==> config.mk <==
export PLATFORM = sky130hd
export DESIGN_NAME = mc_sequencer
export DESIGN_NICKNAME = d
export VERILOG_FILES = /design/src/rtl/cpu_ctrl_pkg.sv /design/src/rtl/mc_wait_timer.sv /design/src/rtl/mc_sequencer.sv
export SDC_FILE = /design/constraint.sdc
export NUM_CORES = 1
export LEC_CHECK = 0
export CORE_ASPECT_RATIO = 0.8
export CORE_UTILIZATION = 51
export DETAILED_ROUTE_END_ITERATION = 6
export HOLD_SLACK_MARGIN = 0.08
export PLACE_DENSITY = 0.85
export SLEW_MARGIN = 30
export SYNTH_ARGS = -nofsm -noshare
export SYNTH_HDL_FRONTEND = slang
export SYNTH_SLANG_ARGS = --single-unit
==> constraint.sdc <==
create_clock -name clk -period 2.8 [get_ports clk]
set_input_delay 0.56 -clock clk [delete_from_list [all_inputs] [get_ports clk]]
set_output_delay 0.56 -clock clk [all_outputs]
set_load 0.03 [all_outputs]
==> src/rtl/cpu_ctrl_pkg.sv <==
// Shared control constants for the multicycle CPU: FSM state encodings and op classes.
// The instruction decoder imports the same op-class values.
package cpu_ctrl_pkg;

  typedef enum logic [2:0] {
    S_FETCH  = 3'd0,
    S_DECODE = 3'd1,
    S_EXEC   = 3'd2,
    S_MEM    = 3'd3,
    S_WB     = 3'd4,
    S_MDWAIT = 3'd5,
    S_HALT   = 3'd6
  } state_e;

  localparam logic [2:0] OPC_ALU    = 3'd0;
  localparam logic [2:0] OPC_LOAD   = 3'd1;
  localparam logic [2:0] OPC_STORE  = 3'd2;
  localparam logic [2:0] OPC_BRANCH = 3'd3;
  localparam logic [2:0] OPC_JUMP   = 3'd4;
  localparam logic [2:0] OPC_MULDIV = 3'd5;
  localparam logic [2:0] OPC_HALT   = 3'd6;
  localparam logic [2:0] OPC_ILL    = 3'd7;

  // States in which the FSM holds a request on the shared memory port.
  function automatic logic is_mem_wait(state_e s);
    return (s == S_FETCH) || (s == S_MEM);
  endfunction

endpackage

==> src/rtl/mc_wait_timer.sv <==
// Memory wait counter: counts un-acked request cycles and flags the last allowed one.
module mc_wait_timer #(
  parameter int unsigned WAIT_W     = 8,
  parameter int unsigned WAIT_LIMIT = 255
) (
  input  logic clk_i,
  input  logic clr_i,
  input  logic inc_i,
  output logic expired_o
);

  localparam logic [WAIT_W-1:0] LastCnt = WAIT_W'(WAIT_LIMIT - 1);

  logic [WAIT_W-1:0] cnt_q, cnt_d;

  always_comb begin
    cnt_d = cnt_q;
    if (clr_i) begin
      cnt_d = '0;
    end else if (inc_i) begin
      cnt_d = cnt_q + WAIT_W'(1);
    end
  end

  always_ff @(posedge clk_i) begin
    cnt_q <= cnt_d;
  end

  // High on the WAIT_LIMIT-th request cycle; an ack in that cycle still wins.
  assign expired_o = (cnt_q == LastCnt);

endmodule

==> src/rtl/mc_sequencer.sv <==
// Multicycle control FSM: steps each instruction through FETCH/DECODE/EXEC/MEM/WB,
// drives state-register enables, and handshakes with memory and the mul/div unit.
module mc_sequencer
  import cpu_ctrl_pkg::*;
#(
  parameter int unsigned WAIT_LIMIT = 255,
  parameter int unsigned WAIT_W     = 8,
  parameter int unsigned CNT_W      = 32
) (
  input  logic             clk,
  input  logic             rst,
  input  logic [2:0]       op_class,
  input  logic             br_taken,
  input  logic             md_wb,
  input  logic             md_done,
  input  logic             mem_ack,
  output logic             mem_req,
  output logic             mem_we,
  output logic             pc_wena,
  output logic             pc_rena,
  output logic             ir_wena,
  output logic             mdr_wena,
  output logic             rf_wena,
  output logic             md_start,
  output logic             halted,
  output logic             illegal,
  output logic             bus_err,
  output logic [CNT_W-1:0] instret,
  output logic [2:0]       state_o
);

  state_e             state_q, state_d;
  logic [2:0]         opc_q, opc_d;
  logic [CNT_W-1:0]   instret_q, instret_d;
  logic               illegal_q, illegal_d;
  logic               bus_err_q, bus_err_d;
  logic               retire;
  logic               waiting;
  logic               expired;
  logic               timeout;

  assign waiting = is_mem_wait(state_q);
  assign timeout = waiting && expired && !mem_ack;

  mc_wait_timer #(
    .WAIT_W     (WAIT_W),
    .WAIT_LIMIT (WAIT_LIMIT)
  ) u_wait_timer (
    .clk_i     (clk),
    .clr_i     (rst || !waiting || mem_ack),
    .inc_i     (waiting && !mem_ack),
    .expired_o (expired)
  );

  always_comb begin
    state_d   = state_q;
    opc_d     = opc_q;
    illegal_d = illegal_q;
    bus_err_d = bus_err_q;
    retire    = 1'b0;
    unique case (state_q)
      S_FETCH: begin
        if (mem_ack) begin
          state_d = S_DECODE;
        end else if (timeout) begin
          state_d   = S_HALT;
          bus_err_d = 1'b1;
        end
      end
      S_DECODE: begin
        opc_d = op_class;
        unique case (op_class)
          OPC_JUMP: begin
            retire  = 1'b1;
            state_d = S_FETCH;
          end
          OPC_HALT: state_d = S_HALT;
          OPC_ILL: begin
            state_d   = S_HALT;
            illegal_d = 1'b1;
          end
          default: state_d = S_EXEC;
        endcase
      end
      S_EXEC: begin
        unique case (opc_q)
          OPC_ALU:             state_d = S_WB;
          OPC_LOAD, OPC_STORE: state_d = S_MEM;
          OPC_BRANCH: begin
            retire  = 1'b1;
            state_d = S_FETCH;
          end
          OPC_MULDIV:          state_d = S_MDWAIT;
          default:             state_d = S_HALT;
        endcase
      end
      S_MEM: begin
        if (mem_ack) begin
          if (opc_q == OPC_STORE) begin
            retire  = 1'b1;
            state_d = S_FETCH;
          end else begin
            state_d = S_WB;
          end
        end else if (timeout) begin
          state_d   = S_HALT;
          bus_err_d = 1'b1;
        end
      end
      S_MDWAIT: begin
        if (md_done) begin
          if (md_wb) begin
            state_d = S_WB;
          end else begin
            retire  = 1'b1;
            state_d = S_FETCH;
          end
        end
      end
      S_WB: begin
        retire  = 1'b1;
        state_d = S_FETCH;
      end
      S_HALT:  state_d = S_HALT;
      default: state_d = S_FETCH;
    endcase
    instret_d = retire ? instret_q + CNT_W'(1) : instret_q;
  end

  always_ff @(posedge clk) begin
    if (rst) begin
      state_q   <= S_FETCH;
      opc_q     <= OPC_ALU;
      instret_q <= '0;
      illegal_q <= 1'b0;
      bus_err_q <= 1'b0;
    end else begin
      state_q   <= state_d;
      opc_q     <= opc_d;
      instret_q <= instret_d;
      illegal_q <= illegal_d;
      bus_err_q <= bus_err_d;
    end
  end

  // Enables are decoded from the state register and forced low while rst is asserted.
  always_comb begin
    mem_req  = 1'b0;
    mem_we   = 1'b0;
    pc_wena  = 1'b0;
    pc_rena  = 1'b0;
    ir_wena  = 1'b0;
    mdr_wena = 1'b0;
    rf_wena  = 1'b0;
    md_start = 1'b0;
    if (!rst) begin
      pc_rena = (state_q != S_HALT);
      unique case (state_q)
        S_FETCH: begin
          mem_req = 1'b1;
          pc_wena = mem_ack;
          ir_wena = mem_ack;
        end
        S_DECODE: pc_wena = (op_class == OPC_JUMP);
        S_EXEC: begin
          pc_wena  = (opc_q == OPC_BRANCH) && br_taken;
          md_start = (opc_q == OPC_MULDIV);
        end
        S_MEM: begin
          mem_req  = 1'b1;
          mem_we   = (opc_q == OPC_STORE);
          mdr_wena = mem_ack && (opc_q == OPC_LOAD);
        end
        S_WB:    rf_wena = 1'b1;
        default: ;
      endcase
    end
  end

  assign halted  = (state_q == S_HALT);
  assign illegal = illegal_q;
  assign bus_err = bus_err_q;
  assign instret = instret_q;
  assign state_o = state_q;

endmodule

==> metrics.cfg <==
[finish]
final_core_util_pct = 69.56
drive_gt1_share_pct = 10.44
nNetsFinal = 375
fin_area_mm2 = 0.003293
syn_to_final_growth_pct = 27.09
diodes = 0

[setup_path]
slowest_delay_ns = 0.68
critPathKind = flip-flop to output pin
startpoint = state_o[0]$_SDFFE_PP0P_
crit_slowest_cell = clkdlybuf4s50_1
worst_setup_path_end_kind = output pin
crit_fanout = 12
crit_arrival_ns = 2.08
path_buf_inv = 1
r2r_setup_slack_ns = 0.46
path_cells = and2b_1 -> and2_1 -> nor2_1 -> clkdlybuf4s50_1
cp-start-kind = flip-flop
path_delay_family = buffers and inverters
reg2regPathDepth = 6
cp.required_ns = 2.24
r2r-end = instret[20]$_SDFFE_PP0P_
r2r-start = state_o[0]$_SDFFE_PP0P_

[sta]
final-hold-violation-count = 0
report.final.slew_viol_count = 0
fin_skew_ns = 0.005724
setup_tns_ns = 0
setup_violations = 0
rsz0062_at_grt = no
max_clock_freq_mhz = 379.0
period_share_pct = 94.24
holdWs_ns = 0.4618
tightest_slew_ns = 0.6512
post-route-min-period_ns = 2.639
maxSlewHeadroom_pct = 56.04

[hold_path]
min_to = bus_err$_SDFFE_PP0P_
worstHoldPathType = flip-flop to flip-flop
whs_path_depth = 2
hold_start = bus_err$_SDFFE_PP0P_

[detailed_routing]
wl_per_cell_um = 14.86
drt_iter0_drc = 206
drcViolationCount = 0
dr.pass1.iters = 5
vias = 2498
post_drt_via_cell_ratio = 5.892
wl_um = 6301
ant_nets = 0

[global_routing]
grt_max_degree = 30
grt_pass1_vias = 2161
grt_pass1_wl_um = 10450
grt.total_usage_pct = 25.11
antenna_found_initial = 0
grt-ovfl-total = 0

[placement]
post_dp_cell_area_mm2 = 0.003199
place_hpwl_um = 4478
port_buffers = 54
globalplace.congestion = 0.8780

[floorplanning]
dieArea_mm2 = 0.005372
initial_core_util_pct = 54.73
core_area_mm2 = 0.004735
ios = 55
die_h_um = 65.76
placementRows = 22
die-width_um = 81.70

[run_status]
status = completed

[yosys]
synth_xor_area_share_pct = 4.732
syn_area_per_cell_um2 = 8.359
syn_inst = 310
synth.most_common_cell = dfxtp_1
synth_top_cell_by_area = dfxtp_1
synth_seq_cells = 48
synth_edf_count = 0
yosysWarnings = 0
synthArstFlopShare_pct = 0
ys_top_cells_by_count = dfxtp_1 (48), nor2_1 (36), a21oi_1 (23), nand2_1 (20), nand3_1 (15)
yosys-top-cells-area = dfxtp_1 (37%), nor2_1 (5.2%), a21oi_1 (4.4%)
synth_fp_nets = 322
synth_mux_area_share_pct = 3.670
yosysSeqAreaShare_pct = 37.08
synth_top_family_by_area = simple AND/OR/NAND/NOR gates
synthSimpleGateAreaFrac_pct = 33.41
synth_top_area_share_pct = 37.08
synth_fa_ha_area_share_pct = 1.449
synth_ff_type = dfxtp_1
synth_compound_area_share_pct = 15.69
syn_area_mm2 = 0.002591
synth.distinct_cells = 51

[cts]
cts.hold.buffers_added = 0
numCtsBuffers = 5
cts_resized = 0
clk_latency_ns = 0.30
clockBufferDepth = 2
clk_pin_slew_worst_paths_ns = 0.08
clkSinkCount = 48
post_cts_buffers = 0
h-tree-depth = 2
cts_tree = yes
cts_root_buf = clkbuf_8

[job]
maxCapViolCount = 0

[power_and_ir_drop]
p_leak_uw = 0.001080
irDropWorstVdd_mv = 0.3280
power_density_mw_per_mm2 = 423.4

[per-stage QoR]
| stage | power, µW | cells | setup slack (ns) |
|---|---|---|---|
| 2_1_floorplan | 896.8 | 310 | 0.2999 |
| 3_3_place_gp | 971.8 | 416 | 0.1613 |
| 6_report | 1394 | 424 | 0.1612 |
| 3_5_place_dp | 972.8 | 416 | 0.08881 |
| 4_1_cts | 1395 | 424 | 0.1696 |
| 5_1_grt | 1456 | 424 | 0.06415 |
[cell type report]
class                           count  area, µm²
Clock inverter                      1      7.507
Timing Repair Buffer               64      610.6
Inverter                            5      18.77
Multi-Input combinational cell    239       1534
Fill cell                         378       1441
Clock buffer                        7      86.33
Tap cell                           60      75.07
Sequential cell                    48      960.9
[how the worst max path moves through the flow]
| stage | endpoint | cells past startpoint | slack [ns] |
|---|---|---|---|
| floorplan | mem_req | 3 | 0.30 |
| global placement | instret[6]$_SDFFE_PP0P_ | 7 | 0.16 |
| detailed placement | instret[20]$_SDFFE_PP0P_ | 7 | 0.09 |
| CTS | pc_rena | 4 | 0.17 |
| global route | pc_rena | 4 | 0.06 |
| finish | pc_rena | 4 | 0.16 |
[sequential cells by signal, summed over array words and instances, names as in the netlist]
register            count
bus_err                 1
illegal                 1
instret                32
opc_q                   3
state_o                 3
u_wait_timer.cnt_q      8
[layer usage]
layer  track usage [%]  up-vias  part of all wire [%]
li1                  -     1252                     -
met1             36.68     1143                    47
met2             36.67       97                    45
met3             6.111        6                   7.3
met4             6.140        0                  0.76
met5                 0        -                     0
[worst register-to-register path, stage by stage (launching register included)]
cell and delay, ns:
dfxtp_1 0.59, nor3b_4 0.43, a22o_2 0.32, nor3_4 0.07, buf_4 0.20, or4_1 0.51
a21oi_1 0.15
[power breakdown]
part           switching (µW)  total [µW]  internal [µW]
Combinational             126         228            102
Sequential               34.9         732            697
Clock                     233         435            201
Total                     394        1390           1000
[placed cells by master (no fill, tap or decap), drive strengths merged, types with 9 or more instances in the layout]
cell type,count
dfxtp,48
clkdlybuf4s50,47
nor2,36
a21oi,24
nand2,20
buf,17
nand3,15
o31ai,13
nand4,12
xor2,11
or4,11
o21ai,9
nor2b,9
[kinds of logic (layout without fill, tap and decap cells)]
family	Yosys count	after routing
DFF	48	48
buffers and inverters	23	77
adders and majority gates	3	3
AOI/OAI and AO/OA	60	60
muxes	9	9
and+or+nand+nor	153	153
xor gates and xnor gates	14	14
(Power assumes the default switching activity.)
